**config.mk**
```make
export PLATFORM = sky130hd
export DESIGN_NAME = alink_wb_master
export DESIGN_NICKNAME = d
export VERILOG_FILES = /design/src/rtl/alink_pkg.sv /design/src/rtl/alink_wb_xfer.sv /design/src/rtl/alink_wb_master.sv
export SDC_FILE = /design/constraint.sdc
export NUM_CORES = 1
export LEC_CHECK = 0
export ABC_CLOCK_PERIOD_IN_PS = 6300
export BUFFER_PORTS_ARGS = -buffer_cell sky130_fd_sc_hd__buf_2
export CAP_MARGIN = 15
export CORE_ASPECT_RATIO = 0.8
export CORE_MARGIN = 10
export CORE_UTILIZATION = 45
export CTS_CLUSTER_SIZE = 20
export DETAILED_ROUTE_END_ITERATION = 8
export PLACE_DENSITY = 0.77
export SLEW_MARGIN = 0
export SYNTH_ARGS = -nofsm -noshare
export SYNTH_HDL_FRONTEND = slang
export SYNTH_SLANG_ARGS = --single-unit
```
**constraint.sdc**
```tcl
create_clock -name clk -period 6.3 [get_ports clk]
set_input_delay 0.63 -clock clk [delete_from_list [all_inputs] [get_ports clk]]
set_output_delay 0.63 -clock clk [all_outputs]
set_load 0.01 [all_outputs]
```
**src/rtl/alink_pkg.sv**
```systemverilog
// Shared ALINK definitions: register map, STATE bit positions, command opcodes
// and the Wishbone master sequencing states.
package alink_pkg;

  localparam logic [5:0] REG_TXFIFO = 6'h00;
  localparam logic [5:0] REG_STATE  = 6'h04;
  localparam logic [5:0] REG_MASK   = 6'h08;
  localparam logic [5:0] REG_BUSY   = 6'h0c;
  localparam logic [5:0] REG_RXFIFO = 6'h10;

  localparam int STATE_TXFULL  = 0;
  localparam int STATE_FLUSH   = 1;
  localparam int STATE_RXEMPTY = 16;
  localparam int STATE_SCAN    = 31;

  typedef enum logic [1:0] {
    OP_WRITE  = 2'd0,
    OP_READ   = 2'd1,
    OP_RXPOP  = 2'd2,
    OP_TXPUSH = 2'd3
  } op_e;

  typedef enum logic [2:0] {
    ST_IDLE = 3'd0,
    ST_BUS  = 3'd1,
    ST_GAP  = 3'd2,
    ST_EVAL = 3'd3,
    ST_RESP = 3'd4
  } state_e;

endpackage

```
**src/rtl/alink_wb_xfer.sv**
```systemverilog
// Single Wishbone transaction engine: termination detect, STB timeout and
// read-data capture. The transaction runs for as long as 'active' is high.
module alink_wb_xfer #(
  parameter int TIMEOUT = 255
) (
  input  logic        clk,
  input  logic        rst,
  input  logic        active,
  input  logic        we,
  input  logic        ack_i,
  input  logic        err_i,
  input  logic [31:0] dat_i,
  output logic        done,
  output logic        err,
  output logic [31:0] rdata
);

  logic [7:0] tmo_cnt;
  logic       tmo_hit;

  // Abort in the TIMEOUT-th STB cycle so STB is high exactly TIMEOUT cycles.
  assign tmo_hit = (tmo_cnt == 8'(TIMEOUT - 1));
  assign done    = active & (ack_i | err_i | tmo_hit);
  assign err     = active & (err_i | (tmo_hit & ~ack_i));

  always_ff @(posedge clk or posedge rst) begin
    if (rst) begin
      tmo_cnt <= '0;
      rdata   <= '0;
    end else begin
      tmo_cnt <= (active & ~done) ? tmo_cnt + 8'd1 : 8'd0;
      if (active & ack_i & ~err_i & ~we)
        rdata <= dat_i;
    end
  end

endmodule

```
**src/rtl/alink_wb_master.sv**
```systemverilog
// Wishbone initiator for the ALINK register slave, driven by a command stream.
// Define ALINK_WB_MASTER_POLL_EN to enable the polled rx_pop / tx_push ops.
module alink_wb_master
  import alink_pkg::*;
#(
  parameter int TIMEOUT  = 255
`ifdef ALINK_WB_MASTER_POLL_EN
  ,
  parameter int POLL_MAX = 1023
`endif
) (
  input  logic        clk,
  input  logic        rst,
  input  logic        cmd_valid,
  output logic        cmd_ready,
  input  logic [1:0]  cmd_op,
  input  logic [5:0]  cmd_adr,
  input  logic [31:0] cmd_dat,
  output logic        rsp_valid,
  input  logic        rsp_ready,
  output logic [31:0] rsp_dat,
  output logic        rsp_err,
  output logic        ALINK_CYC_O,
  output logic        ALINK_STB_O,
  output logic        ALINK_WE_O,
  output logic [5:0]  ALINK_ADR_O,
  output logic [31:0] ALINK_DAT_O,
  output logic [3:0]  ALINK_SEL_O,
  output logic [2:0]  ALINK_CTI_O,
  output logic [1:0]  ALINK_BTE_O,
  output logic        ALINK_LOCK_O,
  input  logic        ALINK_ACK_I,
  input  logic        ALINK_ERR_I,
  input  logic        ALINK_RTY_I,
  input  logic [31:0] ALINK_DAT_I
);

  state_e      state, state_n;
  logic [5:0]  adr_r, adr_n;
  logic [31:0] dat_r, dat_n;
  logic        we_r, we_n;
  logic        err_r, err_n;
  logic        bus_r, bus_n;    // response data comes from the last captured read
  logic        stb, x_done, x_err;
  logic [31:0] rdata;
  logic        unused_rty;

`ifdef ALINK_WB_MASTER_POLL_EN
  logic [1:0]  op_r, op_n;
  logic        ph_r, ph_n;      // 0: polling STATE, 1: FIFO access
  logic [9:0]  pc_r, pc_n;
  logic        poll_ok;

  assign poll_ok = (op_r == OP_RXPOP) ? ~rdata[STATE_RXEMPTY] : ~rdata[STATE_TXFULL];
`endif

  assign unused_rty   = ALINK_RTY_I;
  assign stb          = (state == ST_BUS);
  assign ALINK_STB_O  = stb;
  assign ALINK_CYC_O  = stb;
  assign ALINK_WE_O   = stb & we_r;
  assign ALINK_ADR_O  = adr_r;
  assign ALINK_DAT_O  = dat_r;
  assign ALINK_SEL_O  = 4'hf;
  assign ALINK_CTI_O  = 3'd0;
  assign ALINK_BTE_O  = 2'd0;
  assign ALINK_LOCK_O = 1'b0;

  assign cmd_ready = (state == ST_IDLE);
  assign rsp_valid = (state == ST_RESP);
  assign rsp_err   = err_r;
  assign rsp_dat   = bus_r ? rdata : 32'd0;

  alink_wb_xfer #(.TIMEOUT(TIMEOUT)) u_xfer (
    .clk    (clk),
    .rst    (rst),
    .active (stb),
    .we     (we_r),
    .ack_i  (ALINK_ACK_I),
    .err_i  (ALINK_ERR_I),
    .dat_i  (ALINK_DAT_I),
    .done   (x_done),
    .err    (x_err),
    .rdata  (rdata)
  );

  always_ff @(posedge clk or posedge rst) begin
    if (rst) begin
      state <= ST_IDLE;
      adr_r <= '0;
      dat_r <= '0;
      we_r  <= 1'b0;
      err_r <= 1'b0;
      bus_r <= 1'b0;
`ifdef ALINK_WB_MASTER_POLL_EN
      op_r  <= '0;
      ph_r  <= 1'b0;
      pc_r  <= '0;
`endif
    end else begin
      state <= state_n;
      adr_r <= adr_n;
      dat_r <= dat_n;
      we_r  <= we_n;
      err_r <= err_n;
      bus_r <= bus_n;
`ifdef ALINK_WB_MASTER_POLL_EN
      op_r  <= op_n;
      ph_r  <= ph_n;
      pc_r  <= pc_n;
`endif
    end
  end

  always_comb begin
    state_n = state;
    adr_n   = adr_r;
    dat_n   = dat_r;
    we_n    = we_r;
    err_n   = err_r;
    bus_n   = bus_r;
`ifdef ALINK_WB_MASTER_POLL_EN
    op_n    = op_r;
    ph_n    = ph_r;
    pc_n    = pc_r;
`endif
    case (state)
      ST_IDLE: begin
        if (cmd_valid) begin
          dat_n = cmd_dat;
          err_n = 1'b0;
          bus_n = 1'b0;
          case (cmd_op)
            OP_WRITE: begin adr_n = cmd_adr; we_n = 1'b1; state_n = ST_BUS; end
            OP_READ:  begin adr_n = cmd_adr; we_n = 1'b0; state_n = ST_BUS; end
            default: begin
`ifdef ALINK_WB_MASTER_POLL_EN
              op_n    = cmd_op;
              adr_n   = REG_STATE;
              we_n    = 1'b0;
              ph_n    = 1'b0;
              pc_n    = '0;
              state_n = ST_BUS;
`else
              err_n   = 1'b1;
              state_n = ST_RESP;
`endif
            end
          endcase
        end
      end
      ST_BUS: begin
        if (x_done) begin
          if (x_err) begin
            err_n   = 1'b1;
            bus_n   = 1'b0;
            state_n = ST_RESP;
`ifdef ALINK_WB_MASTER_POLL_EN
          end else if ((op_r == OP_RXPOP || op_r == OP_TXPUSH) && !ph_r) begin
            pc_n    = pc_r + 10'd1;
            state_n = ST_GAP;
`endif
          end else begin
            bus_n   = ~we_r;
            state_n = ST_RESP;
          end
        end
      end
`ifdef ALINK_WB_MASTER_POLL_EN
      ST_GAP: state_n = ST_EVAL;
      ST_EVAL: begin
        if (poll_ok) begin
          ph_n    = 1'b1;
          adr_n   = (op_r == OP_RXPOP) ? REG_RXFIFO : REG_TXFIFO;
          we_n    = (op_r == OP_TXPUSH);
          state_n = ST_BUS;
        end else if (pc_r >= 10'(POLL_MAX)) begin
          // Report the last STATE value so the sequencer can see why it gave up.
          err_n   = 1'b1;
          bus_n   = 1'b1;
          state_n = ST_RESP;
        end else begin
          state_n = ST_BUS;
        end
      end
`endif
      ST_RESP: if (rsp_ready) state_n = ST_IDLE;
      default: state_n = ST_IDLE;
    endcase
  end

endmodule

```
==> impl_metrics.py, run 1 <==
metrics = {
    "hold_path": {
        "hp-class": "input port to register",
        "hold_path_end": "we_r",
        "whs_path_depth": 2,
        "min_from": "cmd_op[0]",
    },
    "clocking": {
        "post-cts-setup-buffer-count": 0,
        "post_cts_resized": 0,
        "cts_hold_buf": 0,
        "ctsHtreeMaxLevel": 3,
        "cts_tree": "yes",
        "cts.clk_slew.worst_paths_ns": 0.09,
        "clock_latency_ns": 0.35,
        "cts_buffers": 9,
        "cts-root-buf": "clkbuf_8",
        "cts_sinks": 83,
        "clockBufferDepth": 2,
    },
    "sta": {
        "finalSetupViolCount": 0,
        "fin_skew_ns": 0.0104,
        "slew_viol_final": 0,
        "period_minus_slack_ns": 2.25,
        "slew_headroom": 0.331,
        "rsz0062_at_grt": "false",
        "fin_crit_sh": 0.357,
        "worst_pin_slew_ns": 1.00,
        "final.setup.tns_ns": 0,
        "hold_viol": 0,
        "holdWs_ns": 0.468,
        "max_freq_ghz": 0.445,
    },
    "place": {
        "gp_congestion": 0.762,
        "dpl.hpwl_um": 6340,
        "postPlaceCellArea_um2": 4500,
        "dp.cells": 512,
        "portBuffers": 153,
    },
    "setup_path": {
        "crit_buf_inv": 1,
        "r2r_end": "ALINK_DAT_O[5]",
        "worstSetupStartpointType": "register",
        "timing.rr.start": "state[2]",
        "cp.required_ns": 5.67,
        "crit_chain": "and2_1, buf_2",
        "crit_type": "register to primary output",
        "r2r_setup_slack_ns": 4.50,
        "cp.arrival_ns": 1.62,
        "critPathTopFamily": "flip-flops",
        "worstSetupStartpoint": "bus_r",
        "slowest_delay_ns": 0.89,
        "end_kind": "primary output",
        "crit_fanout": 34,
        "reg2regPathDepth": 3,
        "critPathSlowestCell": "dfrtp_1",
    },
    "yosys": {
        "synth_area_per_cell_um2": 14.2,
        "synth_area_leaders": "dfrtp_1, mux2_4, mux2_2",
        "syn_area_um2": 3740,
        "synth_top_area_frac": 0.555,
        "synth_cell_types": 32,
        "synth_largest_area_cell": "dfrtp_1",
        "synth_cells": 263,
        "ys.warnings.count": 0,
        "ys_ff_latch": 83,
        "seq_area_frac_synth": 0.555,
    },
    "global_routing": {
        "grt_max_degree": 84,
        "grt_pass1_wl_um": 13300,
        "grt_antenna_before_repair": 0,
        "grt_remaining_overflow": 0,
        "track_usage": 0.134,
        "first_global_vias": 2639,
    },
    "power": {
        "power_density_nw_per_um2": 413,
        "power_frac_seq": 0.447,
        "power.share.clock": 0.218,
        "intPower_uw": 1360,
        "pwr-share-comb": 0.334,
        "ir_drop_v": 0.000216,
        "power_switching_uw": 596,
        "p_sw_frac": 0.305,
        "p_leak_uw": 0.00255,
    },
    "final_layout": {
        "stdcell_area_um2": 4730,
        "fin_cells": 528,
        "area_delta_synth_final_pct": 26.5,
        "fill_cells": 668,
        "layout_commonest_cell": "buf_2",
        "final_util": 0.590,
        "drive_above_1_share": 0.586,
        "mostFrequentLayoutCells": "buf_2, dfrtp_1, mux2_4, mux2_2, and2_1",
        "antenna_cells": 0,
        "layout.nets": 496,
    },
    "die": {
        "die-area_um2": 12400,
        "io-pin-count": 165,
        "row_count": 29,
        "initial_utilization": 0.467,
        "fp.dieH_um": 102,
        "die_x_um": 122,
        "coreArea_um2": 8020,
    },
    "routing": {
        "drt_drc_violations_left": 0,
        "via_count": 2456,
        "wl_um": 8470,
        "drtAntennaViolNets": 0,
        "drt_first_iter_violations": 121,
        "vias_per_cell": 4.65,
        "routedWlPerCell_um": 16.0,
        "firstDrtPassIters": 4,
    },
    "run_status": {
        "status": "completed",
    },
    "job": {
        "max-cap-violations": 0,
    },
}
[per-layer routing]
layer	global-route usage	share of wire
met1	0.157	0.42
met2	0.214	0.48
met3	0.0639	0.096
met4	0.0375	0.0067
met5	0	0
[layout make-up]
type                            count  area [µm²]  area share
Clock buffer                        9         124      0.0262
Clock inverter                      7         103      0.0217
Inverter                            5        20.0     0.00423
Multi-Input combinational cell    161        1490       0.315
Sequential cell                    83        2080       0.439
Tap cell                          108         135      0.0286
Timing Repair Buffer              155         781       0.165
[cell usage after synthesis]
master     n
nand3_1    4
mux2_2    35
nand3b_4   1
or3_1      3
o211ai_2   1
conb_1     2
and2_1    33
and2b_1    1
nand4_1    2
buf_6      8
nand3b_1   1
ha_1       2
mux2_4    35
a21oi_1    4
o21ai_0    5
nor2_1     7
nor2b_1    2
nand2_1    4
buf_4     11
a211oi_1   1
or3b_1     1
or4b_1     1
o31ai_1    1
xor2_1     2
dfrtp_1   83
clkbuf_1   3
xnor2_1    1
o311a_1    1
nor3b_4    1
o311ai_0   1
inv_1      5
o21a_1     1
[power groups by stage]
stage	combinational [µW]	sequential [µW]	clock, µW
after floorplan	396	910	0
after global placement	651	872	0
after detailed placement	664	886	0
final	653	875	427
after CTS	668	878	442
after global routing	708	911	464
[state kept, by name (all words and copies together), names as in the netlist]
| register | count |
|---|---|
| ALINK_ADR_O | 6 |
| ALINK_DAT_O | 32 |
| bus_r | 1 |
| rsp_err | 1 |
| state | 2 |
| u_xfer.rdata | 32 |
| u_xfer.tmo_cnt | 8 |
| we_r | 1 |
[how the worst max path moves through the flow]
| stage | end | slack [ns] | cells after the start |
|---|---|---|---|
| after global placement | u_xfer.rdata[3] | 4.31 | 4 |
| after global routing | rsp_dat[1] | 3.84 | 2 |
| final | rsp_dat[1] | 4.05 | 2 |
| after detailed placement | u_xfer.rdata[29] | 4.29 | 4 |
| after CTS | rsp_dat[25] | 3.97 | 2 |
| after floorplan | ALINK_ADR_O[0] | 3.53 | 1 |
[per-stage QoR]
step | power [µW] | setup slack (ns)
3_5_place_dp | 1550 | 4.29
5_1_grt | 2080 | 3.84
6_report | 1960 | 4.05
2_1_floorplan | 1310 | 3.53
3_3_place_gp | 1520 | 4.31
4_1_cts | 1990 | 3.97
[cell families after synthesis]
| logic type | count (synthesis) | synth area share |
|---|---|---|
| xor gates and xnor gates | 3 | 0.00702 |
| adders and majority gates | 2 | 0.00669 |
| buffers and inverters | 27 | 0.0542 |
| other | 2 | 0.00201 |
| and+or+nand+nor | 61 | 0.103 |
| DFF | 83 | 0.555 |
| AOI/OAI and AO/OA | 15 | 0.0264 |
| muxes | 70 | 0.246 |
No activity file was read; power rests on OpenSTA's default activity.
==> run 2: changes to the inputs <==
--- a/config.mk
+++ b/config.mk
@@ -5,7 +5,7 @@
 export SDC_FILE = /design/constraint.sdc
 export NUM_CORES = 1
 export LEC_CHECK = 0
-export ABC_CLOCK_PERIOD_IN_PS = 6300
+export ABC_CLOCK_PERIOD_IN_PS = 2200
 export BUFFER_PORTS_ARGS = -buffer_cell sky130_fd_sc_hd__buf_2
 export CAP_MARGIN = 15
 export CORE_ASPECT_RATIO = 0.8
==> constraint.sdc (replaced) <==
create_clock -name clk -period 2.2 [get_ports clk]
set_input_delay 0.22 -clock clk [delete_from_list [all_inputs] [get_ports clk]]
set_output_delay 0.22 -clock clk [all_outputs]
set_load 0.01 [all_outputs]
==> run 2 against run 1 <==
  * Global-route usage up 0.52 points
  * Die area did not move
  * Worst hold slack worse by 0.39 ns
  * Clock power increased to 2.9 times the previous value
  * Design area grew 0.79%
  * Critical path type is now register to register
  * First-iteration DRC count decreased by 0.83%
  * Via count is 1.4% higher
  * Total power grew to 2.9 times the previous value
  * Utilization grew 0.47 points
  * Wire length up 3.2%
  * Clock skew is 0.0032 ns lower
==> impl_metrics.py, run 2 (synthesized netlist as in run 1, its figures left out) <==
metrics = {
    "run_status": {
        "status": "completed",
    },
    "setup_path": {
        "end_kind": "register",
        "cp.required_ns": 2.44,
        "slowest_delay_ns": 0.49,
        "crit_type": "register to register",
        "worstSetupStartpointType": "register",
        "cp.arrival_ns": 2.03,
        "crit_fanout": 34,
        "critPathSlowestCell": "or3b_2",
        "crit_chain": "or3b_2, buf_4, mux2_4",
    },
    "clocking": {
        "clockBufferDepth": 2,
        "cts_buffers": 9,
        "ctsHtreeMaxLevel": 3,
        "cts_tree": "yes",
        "cts_sinks": 83,
        "cts-root-buf": "clkbuf_8",
        "post-cts-setup-buffer-count": 0,
        "clock_latency_ns": 0.35,
        "cts.clk_slew.worst_paths_ns": 0.09,
    },
    "global_routing": {
        "use_met3": 0.0628,
        "grt_antenna_before_repair": 0,
        "first_global_vias": 2669,
        "track_usage": 0.139,
        "grt_pass1_wl_um": 13800,
        "use_met2": 0.214,
        "grt_remaining_overflow": 0,
        "gr-usage-met1": 0.170,
        "grt_max_degree": 84,
        "busiest_layer": "met2",
    },
    "power": {
        "total_power_uw": 5650,
        "p_sw_frac": 0.307,
        "ir_drop_v": 0.000733,
        "pwr-share-comb": 0.339,
        "intPower_uw": 3910,
        "p_leak_uw": 0.00256,
        "power_switching_uw": 1740,
        "power_frac_seq": 0.439,
        "power.share.clock": 0.222,
        "power_density_nw_per_um2": 1180,
    },
    "sta": {
        "rsz0062_at_grt": "false",
        "slew_headroom": 0.608,
        "finalSetupViolCount": 0,
        "final.setup.tns_ns": 0,
        "slew_viol_final": 0,
        "worst_pin_slew_ns": 0.588,
        "fin_skew_ns": 0.00714,
        "hold_viol": 0,
        "fin_crit_sh": 0.810,
        "max_freq_ghz": 0.561,
        "period_minus_slack_ns": 1.78,
    },
    "die": {
        "coreArea_um2": 8020,
        "io-pin-count": 165,
        "die_x_um": 122,
        "row_count": 29,
        "die-area_um2": 12400,
        "fp.dieH_um": 102,
        "initial_utilization": 0.467,
    },
    "final_layout": {
        "layout.nets": 498,
        "mostFrequentLayoutCells": "buf_2, dfrtp_1, mux2_4, mux2_2, and2_1",
        "layout_commonest_cell": "buf_2",
        "area_delta_synth_final_pct": 27.5,
        "fill_cells": 678,
        "antenna_cells": 0,
        "drive_above_1_share": 0.585,
    },
    "routing": {
        "vias_per_cell": 4.70,
        "wl_um": 8750,
        "routedWlPerCell_um": 16.5,
        "drt_first_iter_violations": 120,
        "drt_drc_violations_left": 0,
        "via_count": 2491,
        "drtAntennaViolNets": 0,
        "firstDrtPassIters": 4,
    },
    "hold_path": {
        "hp-class": "input port to register",
    },
    "place": {
        "dpl.hpwl_um": 6550,
        "portBuffers": 153,
        "gp_congestion": 0.769,
    },
    "job": {
        "max-cap-violations": 0,
    },
}
-- run 2: cell types whose count changed in the layout (fill, tap and decap cells not counted) --
cell           previous run  this run
clkinvlp_4                0         2
inv_6                     3         2
inv_8                     1         2
clkinv_2                  2         0
buf_12                    0         1
dlygate4sd3_1             0         1
-- run 2: area by class of cell --
type,count,area (µm²),area share
clock buffer,9,124,0.0260
clock inverter,7,108,0.0226
inverter,5,22.5,0.00472
multi-input combinational,161,1490,0.313
sequential,83,2080,0.436
tap,108,135,0.0283
timing repair buffer,157,811,0.170
-- run 2: timing repair --
action / in CTS / in global routing
hold buffers: 1 / 0
gates resized for setup: 0 / 0
endpoints found under the hold margin: 36 / 0
endpoints found under the setup margin: 0 / 0
-- run 2: metrics by stage --
step           instance area, µm²   util  hold WS (ns)  worst slack (ns)  instances
4_1_cts                      4770  0.595        0.0571             0.415        530
5_1_grt                      4770  0.595        0.0600             0.295        530
6_report                     4770  0.595        0.0758             0.419        530
2_1_floorplan                3770      -         0.329             0.656        271
3_3_place_gp                 4530  0.565         0.375             0.459        513
3_5_place_dp                 4530  0.565         0.394             0.433        513
-- run 2: metal layers --
layer,routed length (µm),up-vias
met5,0,-
met3,831,7
met1,3810,1197
met4,93,0
met2,4010,104
li1,-,1183
-- run 2: critical path: cells and delay by family, from the launching register on --
kind	cells	cell delay [ns]
mux	1	0.37
simple gates	1	0.49
buf+inv	1	0.31
flops	1	0.47
-- run 2: final timing paths --
check | depth (start not counted) | endpoint | slack [ns] | from
max reg2reg | 3 | ALINK_DAT_O[10] | 0.42 | state[2]
max in group asynchronous | 4 | ALINK_DAT_O[29] | 1.33 | rst
min in group asynchronous | 4 | u_xfer.rdata[12] | 0.51 | rst
max | 3 | ALINK_DAT_O[10] | 0.42 | state[2]
min reg2reg | 1 | u_xfer.rdata[5] | 0.50 | u_xfer.rdata[5]
min | 2 | we_r | 0.08 | cmd_op[0]
-- run 2: power by group through the flow --
stage / sequential [µW] / clock (µW) / combinational [µW]
after floorplan: 2610 / 0 / 1130
after global placement: 2460 / 0 / 1910
after detailed placement: 2500 / 0 / 1950
after CTS: 2480 / 1300 / 1960
after global routing: 2570 / 1370 / 2080
final: 2480 / 1250 / 1910
